### src/rtl/fetch_unit_pkg.sv
`default_nettype none
// ============================================================================
// Module      : fetch_unit_pkg
// Description : Shared definitions for the fetch stage: FSM state encodings
//               and the default program counter width.
// Revision    : 1.0 - initial release
// ============================================================================
package fetch_unit_pkg;

    localparam int c_PC_W_DEFAULT = 8;

    typedef logic [1:0] state_t;

    localparam state_t c_FETCH_HI = 2'd0;
    localparam state_t c_FETCH_LO = 2'd1;
    localparam state_t c_ISSUE    = 2'd2;
    localparam state_t c_HALT     = 2'd3;

endpackage : fetch_unit_pkg
`default_nettype wire

### src/rtl/fetch_unit_if.sv
`default_nettype none
// ============================================================================
// Module      : fetch_unit_if
// Description : Memory, instruction-register and execute-stage signals of
//               the fetch stage, grouped with master/slave views.
// Revision    : 1.0 - initial release
// ============================================================================
import fetch_unit_pkg::*;

interface fetch_unit_if #(
    parameter int PC_W = c_PC_W_DEFAULT
);
    logic [PC_W:0]   mem_addr;
    logic            mem_req;
    logic            mem_ack;
    logic [3:0]      mem_data;
    logic [3:0]      ir_d;
    logic            ir_hi_en;
    logic            ir_lo_en;
    logic            instr_valid;
    logic            exec_ready;
    logic            branch_take;
    logic [PC_W-1:0] branch_addr;
    logic            halt;
    logic [PC_W-1:0] pc_out;
    logic            halted;

    // master = the fetch unit itself
    modport master (
        output mem_addr, mem_req, ir_d, ir_hi_en, ir_lo_en,
               instr_valid, pc_out, halted,
        input  mem_ack, mem_data, exec_ready, branch_take, branch_addr, halt
    );

    modport slave (
        input  mem_addr, mem_req, ir_d, ir_hi_en, ir_lo_en,
               instr_valid, pc_out, halted,
        output mem_ack, mem_data, exec_ready, branch_take, branch_addr, halt
    );

endinterface : fetch_unit_if
`default_nettype wire

### src/rtl/fetch_unit_pc_counter.sv
`default_nettype none
// ============================================================================
// Module      : fetch_unit_pc_counter
// Description : Program counter register with synchronous reset, branch load
//               and increment; load wins over increment, increment wraps.
// Revision    : 1.0 - initial release
// ============================================================================
import fetch_unit_pkg::*;

module fetch_unit_pc_counter #(
    parameter int PC_W = c_PC_W_DEFAULT
) (
    input  wire logic            clk,
    input  wire logic            res,
    input  wire logic            i_load,
    input  wire logic [PC_W-1:0] i_load_val,
    input  wire logic            i_inc,
    output logic      [PC_W-1:0] o_pc
);

    logic [PC_W-1:0] r_pc;

    always_ff @(posedge clk) begin
        if (res) begin
            r_pc <= '0;
        end else if (i_load) begin
            r_pc <= i_load_val;
        end else if (i_inc) begin
            r_pc <= r_pc + PC_W'(1);
        end
    end

    assign o_pc = r_pc;

endmodule : fetch_unit_pc_counter
`default_nettype wire

### src/rtl/fetch_unit.sv
`default_nettype none
// ============================================================================
// Module      : fetch_unit
// Description : Fetches 8-bit instructions as two nibble reads into the IR
//               halves and hands them to execute over valid/ready.
// Revision    : 1.0 - initial release
// ============================================================================
import fetch_unit_pkg::*;

module fetch_unit #(
    parameter int PC_W = c_PC_W_DEFAULT
) (
    input  wire logic     clk,
    input  wire logic     res,
    fetch_unit_if.master  bus
);

    state_t          r_state;
    state_t          w_state_next;
    logic            w_handshake;
    logic            w_pc_load;
    logic            w_pc_inc;
    logic [PC_W-1:0] w_pc;

    assign w_handshake = (r_state == c_ISSUE) && bus.exec_ready;
    // halt freezes the pc; branch target beats sequential increment
    assign w_pc_load   = w_handshake && !bus.halt && bus.branch_take;
    assign w_pc_inc    = w_handshake && !bus.halt && !bus.branch_take;

    fetch_unit_pc_counter #(
        .PC_W       (PC_W)
    ) u_pc_counter (
        .clk        (clk),
        .res        (res),
        .i_load     (w_pc_load),
        .i_load_val (bus.branch_addr),
        .i_inc      (w_pc_inc),
        .o_pc       (w_pc)
    );

    always_ff @(posedge clk) begin
        if (res) begin
            r_state <= c_FETCH_HI;
        end else begin
            r_state <= w_state_next;
        end
    end

    always_comb begin
        w_state_next = r_state;
        case (r_state)
            c_FETCH_HI: if (bus.mem_ack) w_state_next = c_FETCH_LO;
            c_FETCH_LO: if (bus.mem_ack) w_state_next = c_ISSUE;
            c_ISSUE: begin
                if (w_handshake) begin
                    w_state_next = bus.halt ? c_HALT : c_FETCH_HI;
                end
            end
            default:    w_state_next = c_HALT;
        endcase
    end

    always_comb begin
        bus.mem_req     = 1'b0;
        bus.mem_addr    = {w_pc, 1'b0};
        bus.ir_hi_en    = 1'b0;
        bus.ir_lo_en    = 1'b0;
        bus.instr_valid = 1'b0;
        bus.halted      = 1'b0;
        case (r_state)
            c_FETCH_HI: begin
                bus.mem_req  = 1'b1;
                bus.ir_hi_en = bus.mem_ack && !res;
            end
            c_FETCH_LO: begin
                bus.mem_req  = 1'b1;
                bus.mem_addr = {w_pc, 1'b1};
                bus.ir_lo_en = bus.mem_ack && !res;
            end
            c_ISSUE:    bus.instr_valid = 1'b1;
            default:    bus.halted      = 1'b1;
        endcase
    end

    assign bus.ir_d   = bus.mem_data;
    assign bus.pc_out = w_pc;

endmodule : fetch_unit
`default_nettype wire

### src/flat_wrapper.sv
// flat-port wrapper written by rule: the top's interface ports become plain ports
module fetch_unit_flat 
#(
    parameter int PC_W = c_PC_W_DEFAULT
)
  (clk, res, bus_mem_addr, bus_mem_req, bus_ir_d, bus_ir_hi_en, bus_ir_lo_en, bus_instr_valid, bus_pc_out, bus_halted, bus_mem_ack, bus_mem_data, bus_exec_ready, bus_branch_take, bus_branch_addr, bus_halt);
  fetch_unit_if #(.PC_W(PC_W)) bus_i ();
  input  wire logic clk;
  input  wire logic res;
  output wire logic [$bits(bus_i.mem_addr)-1:0] bus_mem_addr;
  output wire logic [$bits(bus_i.mem_req)-1:0] bus_mem_req;
  output wire logic [$bits(bus_i.ir_d)-1:0] bus_ir_d;
  output wire logic [$bits(bus_i.ir_hi_en)-1:0] bus_ir_hi_en;
  output wire logic [$bits(bus_i.ir_lo_en)-1:0] bus_ir_lo_en;
  output wire logic [$bits(bus_i.instr_valid)-1:0] bus_instr_valid;
  output wire logic [$bits(bus_i.pc_out)-1:0] bus_pc_out;
  output wire logic [$bits(bus_i.halted)-1:0] bus_halted;
  input wire logic [$bits(bus_i.mem_ack)-1:0] bus_mem_ack;
  input wire logic [$bits(bus_i.mem_data)-1:0] bus_mem_data;
  input wire logic [$bits(bus_i.exec_ready)-1:0] bus_exec_ready;
  input wire logic [$bits(bus_i.branch_take)-1:0] bus_branch_take;
  input wire logic [$bits(bus_i.branch_addr)-1:0] bus_branch_addr;
  input wire logic [$bits(bus_i.halt)-1:0] bus_halt;
  assign bus_mem_addr = bus_i.mem_addr;
  assign bus_mem_req = bus_i.mem_req;
  assign bus_ir_d = bus_i.ir_d;
  assign bus_ir_hi_en = bus_i.ir_hi_en;
  assign bus_ir_lo_en = bus_i.ir_lo_en;
  assign bus_instr_valid = bus_i.instr_valid;
  assign bus_pc_out = bus_i.pc_out;
  assign bus_halted = bus_i.halted;
  assign bus_i.mem_ack = bus_mem_ack;
  assign bus_i.mem_data = bus_mem_data;
  assign bus_i.exec_ready = bus_exec_ready;
  assign bus_i.branch_take = bus_branch_take;
  assign bus_i.branch_addr = bus_branch_addr;
  assign bus_i.halt = bus_halt;
  fetch_unit #(.PC_W(PC_W)) u_core (.clk(clk), .res(res), .bus(bus_i));
endmodule
### config.mk
export PLATFORM = sky130hd
export DESIGN_NAME = fetch_unit_flat
export DESIGN_NICKNAME = d
export VERILOG_FILES = /design/src/rtl/fetch_unit_pkg.sv /design/src/rtl/fetch_unit_if.sv /design/src/rtl/fetch_unit_pc_counter.sv /design/src/rtl/fetch_unit.sv /design/src/flat_wrapper.sv
export SDC_FILE = /design/constraint.sdc
export NUM_CORES = 1
export LEC_CHECK = 0
export BUFFER_PORTS_ARGS = -buffer_cell sky130_fd_sc_hd__buf_2
export CELL_PAD_IN_SITES_DETAIL_PLACEMENT = 1
export CELL_PAD_IN_SITES_GLOBAL_PLACEMENT = 1
export CORE_MARGIN = 10
export CORE_UTILIZATION = 26
export CTS_BUF_LIST = sky130_fd_sc_hd__clkbuf_16
export DETAILED_ROUTE_END_ITERATION = 8
export PLACE_DENSITY = 0.86
export SLEW_MARGIN = 10
export SYNTH_ARGS = -nofsm -noshare
export SYNTH_HDL_FRONTEND = slang
export SYNTH_SLANG_ARGS = --single-unit
export TNS_END_PERCENT = 1
### constraint.sdc
create_clock -name clk -period 1.51 [get_ports clk]
set_clock_uncertainty 0.2 [all_clocks]
set_input_delay 0 -clock clk [delete_from_list [all_inputs] [get_ports clk]]
set_output_delay 0 -clock clk [all_outputs]
set_load 0.02 [all_outputs]
Word level (Yosys, flattened, before mapping). Cells that the tools add are included.

Register bits after elaboration: 10. Memories: 0. Word-level logic and storage cells: 34. Bits in read-only memories: 0. Bits in writable memories: 0. Bits in latches: 0.

Add/subtract/negate cells: 1. Multiply operators: 0. Reductions and logical operators: 13. Mux-type cells: 13. Bitwise operators: 0. Equal/unequal tests: 5. Shift-type cells: 0. Divide/modulo/power cells: 0. Order comparisons: 0.

Operators by type and width (count): $mux W8 (2); $add A8 B1 Y8 const B (1); $mux W2 (4); $mux W1 (6); $pmux W2 S3 (1); $logic_and A1 B1 Y1 (5); $ne A2 B2 Y1 const B (2); $logic_not A1 Y1 (3); $reduce_and A3 Y1 (1); $reduce_or A3 Y1 (1); $eq A2 B1 Y1 const B (1); $eq A2 B2 Y1 const B (1); $logic_not A2 Y1 (1); $ne A2 B1 Y1 const B (1); $reduce_bool A2 Y1 (1); $reduce_or A2 Y1 (1).

Longest topological paths before layout. Gate-level depths: netlist of the first run.

Depth in word-level cells: 6. Depth in mapped cells: 7. Depth with buffers taken out: 5.

By module. Synthesis of the first run repeated with hierarchy kept, for this count alone.

Cell total of the unflattened synthesis: 85. Area total of the unflattened synthesis: 709.4 um^2.

Modules (own cells, without submodules): fetch_unit_pc_counter (seq. area each 160.2 um^2, cells an instance 53, area an instance 464.2 um^2, times used 1); fetch_unit (seq. area each 40.0 um^2, cells an instance 32, area an instance 245.2 um^2, times used 1).

Worst setup path after synthesis of the first run. Ideal clock, no wire load.

Path type: register to register. From: register u_core.u_pc_counter.r_pc[1] (netlist: u_core.u_pc_counter.o_pc[1]). To: register u_core.u_pc_counter.r_pc[6] (netlist: u_core.u_pc_counter.o_pc[6]). Data required time: 1224 ps. Library setup time: 86 ps. Path slack: -50 ps. Path buffers: 0. Arrival: 1275 ps. Clock period less this slack: 1560 ps. Cell stages (with the launch flop): 6. Cells stage by stage: dfxtp_1 ha_1 nand3_1 o21bai_1 a21oi_1 a211oi_1.

Cells in the longest elaborated chain, start to end: 3.

RTL lines: from (decl) (line fetch_unit_pc_counter.sv:21) `logic [PC_W-1:0] r_pc;`; from (signal assigned) (line fetch_unit_pc_counter.sv:27) `r_pc <= i_load_val;`; from (signal assigned) (line fetch_unit_pc_counter.sv:29) `r_pc <= r_pc + PC_W'(1);`; $add A8 B1 Y8 (line fetch_unit_pc_counter.sv:29); $mux W8 (line fetch_unit_pc_counter.sv:28) `end else if (i_inc) begin`; $mux W8 (line fetch_unit_pc_counter.sv:26) `end else if (i_load) begin`.

Every way passes these cells. The select of a mux whose other input is x is not followed. A chain may end at the register's enable or synchronous reset.

Worst setup path after layout of the first run.
From: register u_core.u_pc_counter.r_pc[1] (netlist: u_core.u_pc_counter.o_pc[1]). To: register u_core.u_pc_counter.r_pc[4] (netlist: u_core.u_pc_counter.o_pc[4]).

Same word-level chain as after synthesis.

==> results.json, run 1 <==
{
  "status": "complete, but fails checks",
  "violations": "hold timing",
  "syn_area_um2": 747.0,
  "nets": 154,
  "synth-edff-count": 0,
  "synth_async_sr_flop_share_pct": 0,
  "hpwl_um": 1749,
  "cts_sinks": 10,
  "synthCells": 93,
  "dieArea_um2": 5417,
  "drtPass1Iterations": 4,
  "hold_viol": 1,
  "maxCapViolCount": 0,
  "final_common_cell": "buf_2",
  "wl_per_cell_um": 15.91,
  "grt_overflow_total": 0,
  "ys_ff_latch": 10,
  "antenna_found_initial": 0,
  "cp_cell_sequence": "ha_4, nand3_1, o31ai_1, a21oi_1, nor2_1",
  "crit_path_max_incr_delay_ns": 0.39,
  "finalCritPeriodShare_pct": 98.69,
  "track_usage_pct": 9.182,
  "fin_ws_ns": 0.01979,
  "critPathTopFamily": "compound AO/OA/AOI/OAI gates",
  "critPathArrivalTime_ns": 1.47,
  "p_int_uw": 718.6,
  "ant_nets": 0,
  "worst-path-buf-inv": 0,
  "grt_max_degree": 22,
  "hold_class": "input port to register",
  "cts-root-buf": "clkbuf_16",
  "utilization_pct": 42.20,
  "power_density_nw_per_um2": 828.8,
  "setup_viol": 0,
  "worstSetupPathType": "register to register",
  "synthTopCellsByArea": "dfxtp_1, buf_4, nor2_1, a21oi_1, a211oi_1",
  "drc": 0,
  "synth_ff_type": "dfxtp_1",
  "synth_warnings": 0,
  "cts_buffers": 3,
  "die_h_um": 73.60,
  "start_kind": "register",
  "core_um2": 2758,
  "syn_to_final_growth_pct": 55.78,
  "io_pins": 44,
  "clock.fmax_mhz": 671.0,
  "leakage_nw": 0.5165,
  "grt_pass1_wl_um": 4029,
  "synth_top_area_share_pct": 26.80,
  "setup.worst_path.end_class": "register",
  "slowest_stage": "dfxtp_2",
  "synth_top_cell_by_area": "dfxtp_1",
  "fin_area_um2": 1164,
  "drv_slew": 0,
  "cts_buffer_depth": 2,
  "power.switching_uw": 245.9,
  "finalWirelength_um": 2625,
  "power.share.clock_pct": 49.9,
  "cp_max_fo": 6,
  "peakVddDrop_mv": 0.5384,
  "port_buffers": 35,
  "h-tree-depth": 1,
  "p_sw_share_pct": 25.50,
  "pwr-share-seq_pct": 29.2,
  "dieWidth_um": 73.60,
  "yosysUniqueCellTypes": 35,
  "holdWs_ns": -0.002200,
  "comb_power_share_pct": 20.9,
  "grt_pass1_vias": 914,
  "cp.required_ns": 1.49,
  "num_vias": 804,
  "clk_pin_slew_ns": 0.04,
  "synth_fp_nets": 112,
  "post-route-min-period_ns": 1.490,
  "tritoncts": "done",
  "place_area_um2": 848.3,
  "pre_cts_ws_ns": 0.02871,
  "tightestPinTransition_ns": 0.3542,
  "num_rows": 19,
  "gp_congestion": 0.7578,
  "relSlewSlack_pct": 76.38,
  "drt_iter0_markers": 7,
  "initial_core_util_pct": 27.09,
  "detail_route.vias_per_cell": 4.873,
  "insertion_delay_ns": 0.24,
  "drive_gt1_share_pct": 40.30,
  "final_cell_mix": "buf_2, dlygate4sd3_1, nor2_1",
  "antennaDiodeCount": 0,
  "syn_avg_cell_area_um2": 8.032,
  "ys_seq_area_share_pct": 26.80
}
kinds of logic after synthesis:
| kind of cell | Yosys count | synth area share, % |
|---|---|---|
| buffers and inverters | 21 | 21.11 |
| AOI/OAI and AO/OA | 25 | 22.95 |
| adders and majority gates | 1 | 1.675 |
| xor gates and xnor gates | 1 | 1.173 |
| DFF | 10 | 26.80 |
| and+or+nand+nor | 33 | 23.62 |
| muxes | 2 | 2.680 |
state kept, by name, summed over array words and instances (netlist names):
name / flops
u_core.r_state: 2
u_core.u_pc_counter.o_pc: 8
power by group through the flow:
| stage | combinational [mW] | sequential (mW) | clock (mW) |
|---|---|---|---|
| 2_1_floorplan | 0.121 | 0.288 | 0 |
| 3_3_place_gp | 0.147 | 0.286 | 0 |
| 3_5_place_dp | 0.153 | 0.287 | 0 |
| 4_1_cts | 0.196 | 0.283 | 0.496 |
| 5_1_grt | 0.221 | 0.283 | 0.511 |
| 6_report | 0.201 | 0.282 | 0.481 |
cell type report:
type	instances	area, um^2
clock buffer	3	75.07
clock inverter	1	3.754
fill	328	1594
inverter	2	7.507
multi-input combinational	62	407.9
sequential	10	207.7
tap	31	38.79
timing repair buffer	56	422.9
routing by layer:
metal | GRT usage [%] | part of all wire [%]
met5 | 0 | 0
met4 | 3.727 | 1.1
met3 | 4.845 | 9.4
met2 | 15.81 | 51
met1 | 9.000 | 38
path summary, 6_finish.rpt:
path | startpoint | endpoint | slack [ns] | cells after the start
worst min-delay path | bus_exec_ready | u_core.r_state[1] | -0.002 | 4
worst min register to register | u_core.u_pc_counter.o_pc[1] | u_core.u_pc_counter.o_pc[1] | 0.37 | 2
worst max-delay path | u_core.u_pc_counter.o_pc[1] | u_core.u_pc_counter.o_pc[4] | 0.02 | 5
worst max register to register | u_core.u_pc_counter.o_pc[1] | u_core.u_pc_counter.o_pc[4] | 0.02 | 5
repair_timing:
item,4_1_cts,5_1_grt
gates resized for setup,0,9
setup buffers,0,1
hold buffers,17,0
hold endpoints to repair,14,0
setup endpoints to repair,0,6
stage by stage:
stage	hold slack [ns]	power [mW]	std cells	setup TNS [ns]
2_1_floorplan	-0.1272	0.4093	93	0
3_3_place_gp	-0.1999	0.4329	143	0
3_5_place_dp	-0.1999	0.4397	143	0
4_1_cts	0.2045	0.9748	164	0
5_1_grt	0.05871	1.015	165	-0.09669
6_report	-0.002200	0.9644	165	0
worst register-to-register path: stages (launching register included):
cell and delay, ns:
dfxtp_2 0.39, ha_4 0.16, nand3_1 0.12, o31ai_1 0.30, a21oi_1 0.15, nor2_1 0.11
cells in the mapped netlist (3+ instances only):
| master | instances |
|---|---|
| dfxtp_1 | 10 |
| nand2_1 | 6 |
| o31ai_1 | 3 |
| nand2b_1 | 3 |
| nor2_1 | 10 |
| o21ai_0 | 3 |
| a211oi_1 | 3 |
| a21oi_1 | 6 |
| buf_4 | 12 |
| nand3_1 | 3 |
(Power assumes the default switching activity.)
==> inputs of run 2 (changes only) <==
--- a/config.mk
+++ b/config.mk
@@ -12,6 +12,7 @@
 export CORE_UTILIZATION = 26
 export CTS_BUF_LIST = sky130_fd_sc_hd__clkbuf_16
 export DETAILED_ROUTE_END_ITERATION = 8
+export GPL_TIMING_DRIVEN = 0
 export PLACE_DENSITY = 0.86
 export SLEW_MARGIN = 10
 export SYNTH_ARGS = -nofsm -noshare
==> run 2 against run 1 <==
Effect of this change: non-clock buffer count rose by 18; first-iteration DRC count rose by 14%; combinational power rose by 9%; die area did not move; clock-buffer cell count did not move; the flow now finishes without violations; core utilization rose by 3.4 points; largest cell class unchanged; cell area rose by 8.0%.
==> results.json, run 2 (synthesis results as in run 1) <==
{
  "status": "finished clean",
  "finalCritPeriodShare_pct": 99.87,
  "cts_buffer_depth": 2,
  "critPathArrivalTime_ns": 1.41,
  "leakage_nw": 0.5924,
  "ant_nets": 0,
  "insertion_delay_ns": 0.24,
  "die_h_um": 73.60,
  "start_kind": "input port",
  "antenna_found_initial": 0,
  "setup_viol": 0,
  "wl_per_cell_um": 16.13,
  "drive_gt1_share_pct": 51.66,
  "report.power.total_uw": 986.5,
  "tightestPinTransition_ns": 0.5310,
  "critPathTopFamily": "buffers and inverters",
  "largest_reg_flops": 8,
  "cp_cell_sequence": "dlygate4sd3_1, buf_2, and4bb_1, buf_6, buf_12, a22oi_1, nor2_1",
  "grt_pass1_vias": 993,
  "dieArea_um2": 5417,
  "worst-path-buf-inv": 4,
  "cts-root-buf": "clkbuf_16",
  "drv_slew": 0,
  "detail_route.vias_per_cell": 4.863,
  "cts_sinks": 10,
  "hold_class": "input port to output pin",
  "clock.fmax_mhz": 663.1,
  "dieWidth_um": 73.60,
  "drc": 0,
  "power_density_nw_per_um2": 785.3,
  "finalNonFillerCells": 182,
  "num_rows": 19,
  "track_usage_pct": 10.11,
  "drt_iter0_markers": 8,
  "tritoncts": "done",
  "port_buffers": 39,
  "post-route-min-period_ns": 1.508,
  "core_um2": 2758,
  "drtPass1Iterations": 4,
  "initial_core_util_pct": 27.09,
  "final_common_cell": "buf_2",
  "peakVddDrop_mv": 0.4635,
  "setup.worst_path.end_class": "register",
  "h-tree-depth": 1,
  "grt_pass1_wl_um": 4319,
  "maxCapViolCount": 0,
  "antennaDiodeCount": 0,
  "num_vias": 885,
  "relSlewSlack_pct": 64.60,
  "cp_max_fo": 10,
  "worstSetupPathType": "input port to register",
  "fillers": 338,
  "cts_buffers": 3,
  "dp_cells": 163,
  "crit_path_max_incr_delay_ns": 0.53,
  "slowest_stage": "dlygate4sd3_1",
  "rsz0062_at_grt": "yes",
  "cp.required_ns": 1.41,
  "grt_overflow_total": 0,
  "tns_ns": 0,
  "grt_max_degree": 11,
  "io_pins": 44,
  "final_cell_mix": "buf_2, buf_4, dlygate4sd3_1",
  "syn_to_final_growth_pct": 68.17,
  "nets": 172,
  "hpwl_um": 1979,
  "finalWirelength_um": 2935,
  "gp_congestion": 0.7461,
  "clk_pin_slew_ns": 0.04,
  "hold_viol": 0
}
-- run 2: cell count changes in the layout (fill, tap and decap cells not counted), sizes merged --
| cell | previous run | this run |
|---|---|---|
| dlygate4sd3 | 16 | 12 |
| clkbuf | 4 | 5 |
| clkinv | 1 | 0 |
| dlymetal6s4s | 1 | 0 |
| buf | 38 | 60 |
-- run 2: worst paths after layout --
path | from | end | slack [ns] | cells after the start
setup / recovery | bus_exec_ready | u_core.u_pc_counter.o_pc[2] | 0.002 | 7
hold / removal | bus_mem_data[3] | bus_ir_d[3] | 0.02 | 2
setup reg to reg | u_core.r_state[1] | u_core.u_pc_counter.o_pc[2] | 0.01 | 6
hold reg to reg | u_core.r_state[0] | u_core.r_state[1] | 0.35 | 2
-- run 2: where the power goes --
| part | switching [mW] | total [mW] | internal [mW] | leakage (nW) |
|---|---|---|---|---|
| clock | 0.134 | 0.479 | 0.345 | 0.0370 |
| sequential | 0.0136 | 0.289 | 0.275 | 0.0838 |
| combinational | 0.109 | 0.219 | 0.110 | 0.472 |
-- run 2: metrics by stage --
stage | setup WS (ns) | util (%) | hold slack, ns | cell area, um^2
3_3_place_gp | 0.03225 | 35.66 | 0.002986 | 983.4
5_1_grt | -0.07175 | 45.55 | 0.02937 | 1256
2_1_floorplan | 0.07272 | - | -0.1272 | 749.5
3_5_place_dp | -0.07411 | 35.66 | 0.02395 | 983.4
6_report | 0.001940 | 45.55 | 0.02042 | 1256
4_1_cts | -0.02486 | 43.97 | 0.02450 | 1212
-- run 2: area by class of cell --
| class | instances | area [um^2] | area share, % |
|---|---|---|---|
| plain buffers | 18 | 145.1 | 11.55 |
| well taps | 31 | 38.79 | 3.088 |
| inverters | 2 | 7.507 | 0.5976 |
| multi-input cells | 62 | 421.7 | 33.57 |
| clock buffers | 3 | 75.07 | 5.976 |
| flip-flops and latches | 10 | 211.5 | 16.83 |
| repair buffers | 56 | 356.6 | 28.39 |
-- run 2: per-layer routing --
metal  vias to the layer above  wire length, um  global-route usage, %
met3                         4              200                  3.903
met1                       415             1175                  10.00
met4                         0               44                  5.797
met2                        32             1515                  17.52
met5                         -                0                      0
li1                        434                -                      -
-- run 2: what timing repair did --
| action | CTS | global route |
|---|---|---|
| pin swaps | 1 | 3 |
| endpoints found under the setup margin | 3 | 8 |
| hold endpoints to repair | 10 | 0 |
| resized for setup | 5 | 10 |
| setup buffers | 2 | 3 |
| cloned | 0 | 0 |
| hold buffers | 12 | 0 |
==> inputs of run 3 (changes only) <==
--- a/config.mk
+++ b/config.mk
@@ -9,13 +9,14 @@
 export CELL_PAD_IN_SITES_DETAIL_PLACEMENT = 1
 export CELL_PAD_IN_SITES_GLOBAL_PLACEMENT = 1
 export CORE_MARGIN = 10
-export CORE_UTILIZATION = 26
+export CORE_UTILIZATION = 28
 export CTS_BUF_LIST = sky130_fd_sc_hd__clkbuf_16
 export DETAILED_ROUTE_END_ITERATION = 8
 export GPL_TIMING_DRIVEN = 0
-export PLACE_DENSITY = 0.86
+export PLACE_DENSITY = 0.89
 export SLEW_MARGIN = 10
 export SYNTH_ARGS = -nofsm -noshare
 export SYNTH_HDL_FRONTEND = slang
+export SYNTH_HIERARCHICAL = 1
 export SYNTH_SLANG_ARGS = --single-unit
 export TNS_END_PERCENT = 1
==> constraint.sdc (replaced) <==
create_clock -name clk -period 1.4 [get_ports clk]
set_clock_uncertainty 0.2 [all_clocks]
set_input_delay 0 -clock clk [delete_from_list [all_inputs] [get_ports clk]]
set_output_delay 0 -clock clk [all_outputs]
set_load 0.02 [all_outputs]
==> run 3 against run 2 <==
Effect of this change: the run now ends with hold timing, setup timing left; synthesized area decreased by 5.0%; sequential power increased by 7.3%; final cell count decreased by 4.9%; non-clock buffer count decreased by 5; combinational power decreased by 18%; critical path depth unchanged; flip-flop and latch count unchanged; worst setup slack got worse by 0.58 ns; cell area decreased by 3.6%; highest routed layer unchanged.
==> results.json, run 3 <==
{
  "status": "complete, but fails checks",
  "violations": "hold timing, setup timing",
  "critPathArrivalTime_ns": 1.94,
  "grt_max_degree": 11,
  "yosysMostFrequentCell": "buf_4",
  "grt_overflow_total": 0,
  "nets": 163,
  "ant_nets": 0,
  "io_pins": 44,
  "final_cell_mix": "buf_2, buf_4, dlygate4sd3_1",
  "worstSetupPathType": "register to register",
  "yosysUniqueCellTypes": 31,
  "rsz0062_at_grt": "yes",
  "drc": 0,
  "detail_route.vias_per_cell": 4.827,
  "initial_core_util_pct": 28.90,
  "synth_top_cell_by_area": "dfxtp_1",
  "dp_cells": 154,
  "synth_top_area_share_pct": 28.22,
  "antennaDiodeCount": 0,
  "synth_ff_type": "dfxtp_1",
  "setup.worst_path.end_class": "register",
  "holdWs_ns": -0.02907,
  "num_vias": 835,
  "setup_viol": 10,
  "power.share.clock_pct": 51.5,
  "drtPass1Iterations": 3,
  "power_density_nw_per_um2": 831.8,
  "insertion_delay_ns": 0.24,
  "drv_slew": 0,
  "clock.fmax_mhz": 506.7,
  "largest_reg_flops": 8,
  "power.switching_uw": 243.9,
  "track_usage_pct": 11.49,
  "syn_to_final_growth_pct": 70.72,
  "final_common_cell": "buf_2",
  "cp.required_ns": 1.36,
  "finalCritPeriodShare_pct": 141.0,
  "dieWidth_um": 70.34,
  "port_buffers": 39,
  "core_um2": 2455,
  "fin_ws_ns": -0.5737,
  "synthCells": 85,
  "cp_max_fo": 3,
  "synth_fp_nets": 104,
  "comb_power_share_pct": 17.8,
  "h-tree-depth": 1,
  "antenna_found_initial": 0,
  "pwr-share-seq_pct": 30.8,
  "synth_warnings": 6,
  "maxCapViolCount": 0,
  "finalNonFillerCells": 173,
  "gp_congestion": 0.7887,
  "peakVddDrop_mv": 0.4505,
  "ys_ff_latch": 10,
  "ys_seq_area_share_pct": 28.22,
  "drt_iter0_markers": 25,
  "synth_common_cells": "buf_4, dfxtp_1, nor2_1",
  "tritoncts": "done",
  "tightestPinTransition_ns": 0.3254,
  "hold_class": "input port to register",
  "synthTopCellsByArea": "dfxtp_1, buf_4, xor2_1, nor3b_1, o211ai_1",
  "p_sw_share_pct": 24.21,
  "report.power.total_mw": 1.007,
  "dieArea_um2": 4947,
  "leakage_nw": 0.5795,
  "syn_avg_cell_area_um2": 8.346,
  "p_int_uw": 763.5,
  "finalWirelength_um": 2658,
  "hpwl_um": 1922,
  "grt_pass1_vias": 996,
  "cts_sinks": 10,
  "cts-root-buf": "clkbuf_16",
  "grt_pass1_wl_um": 4595,
  "wl_per_cell_um": 15.36,
  "num_rows": 18,
  "clk_pin_slew_ns": 0.04,
  "relSlewSlack_pct": 78.26,
  "die_h_um": 70.34,
  "hold_viol": 5,
  "drive_gt1_share_pct": 48.25,
  "synth-edff-count": 0,
  "synth_async_sr_flop_share_pct": 0,
  "fillers": 311,
  "start_kind": "register",
  "post-route-min-period_ns": 1.974,
  "cts_buffer_depth": 2,
  "cts_buffers": 3,
  "syn_area_um2": 709.4
}
[run 3: area by class of cell]
class / count / area [um^2] / share of cell area [%]
tap: 30 / 37.54 / 3.099
clock inverter: 1 / 3.754 / 0.3099
buffer: 15 / 113.9 / 9.401
clock buffer: 3 / 75.07 / 6.198
timing repair buffer: 54 / 345.3 / 28.51
multi-input combinational: 56 / 410.4 / 33.88
sequential: 10 / 205.2 / 16.94
inverter: 4 / 20.02 / 1.653
[run 3: path summary, 6_finish.rpt]
path / from / end / slack (ns) / depth (start not counted)
max reg2reg: u_core/r_state[1] / u_core/u_pc_counter/o_pc[7] / -0.57 / 7
min reg2reg: u_core/r_state[0] / u_core/r_state[0] / 0.35 / 2
min: res / u_core/u_pc_counter/o_pc[3] / -0.03 / 3
max: u_core/r_state[1] / u_core/u_pc_counter/o_pc[7] / -0.57 / 7
[run 3: metal layers]
metal,vias up,global-route usage (%),routed length (um)
li1,408,-,-
met1,392,10.24,944
met2,30,20.06,1385
met3,5,5.085,253
met4,0,8.333,74
met5,-,0,0
[run 3: what timing repair did]
item                                   CTS  global route
setup endpoints to repair                8            10
pin swaps                                3             0
hold buffers                            13             0
buffers inserted                         2             0
endpoints found under the hold margin   10             0
gates resized for setup                  6             1
[run 3: logic make-up (layout without fill, tap and decap cells)]
family | Yosys count | count (layout) | synth area share, %
AND/OR/NAND/NOR | 31 | 31 | 26.28
flip-flops | 10 | 10 | 28.22
adder cells (fa/ha/maj) | 1 | 1 | 1.763
buffers and inverters | 19 | 77 | 17.99
AO/OA/AOI/OAI | 17 | 17 | 16.40
XOR/XNOR | 4 | 4 | 4.938
multiplexers | 3 | 3 | 4.409
[run 3: power groups by stage]
stage | Clock [mW] | Combinational (mW) | Sequential [mW]
3_3_place_gp | 0 | 0.134 | 0.314
2_1_floorplan | 0 | 0.0823 | 0.315
6_report | 0.518 | 0.179 | 0.310
5_1_grt | 0.551 | 0.197 | 0.312
3_5_place_dp | 0 | 0.139 | 0.316
4_1_cts | 0.534 | 0.181 | 0.310
[run 3: metrics by stage]
stage | worst slack, ns | hold slack, ns | area (um^2) | setup TNS [ns] | utilization (%)
after CTS | -0.5872 | -0.02928 | 1209 | -3.482 | 49.24
after floorplan | -0.6717 | -0.1406 | 732.0 | -3.476 | -
after detailed placement | -0.6649 | 0.02408 | 964.7 | -3.983 | 39.30
after global placement | -0.6152 | 0.01940 | 964.7 | -3.518 | 39.30
after global routing | -0.6647 | 0.02071 | 1211 | -4.508 | 49.34
final | -0.5737 | -0.02907 | 1211 | -3.332 | 49.34
[run 3: critical path: stages (launching register included)]
cell,delay (ns)
dfxtp_4,0.36
inv_6,0.03
nor2_4,0.10
nor4b_4,0.20
buf_6,0.12
or3b_4,0.36
or4_1,0.40
o211ai_1,0.10
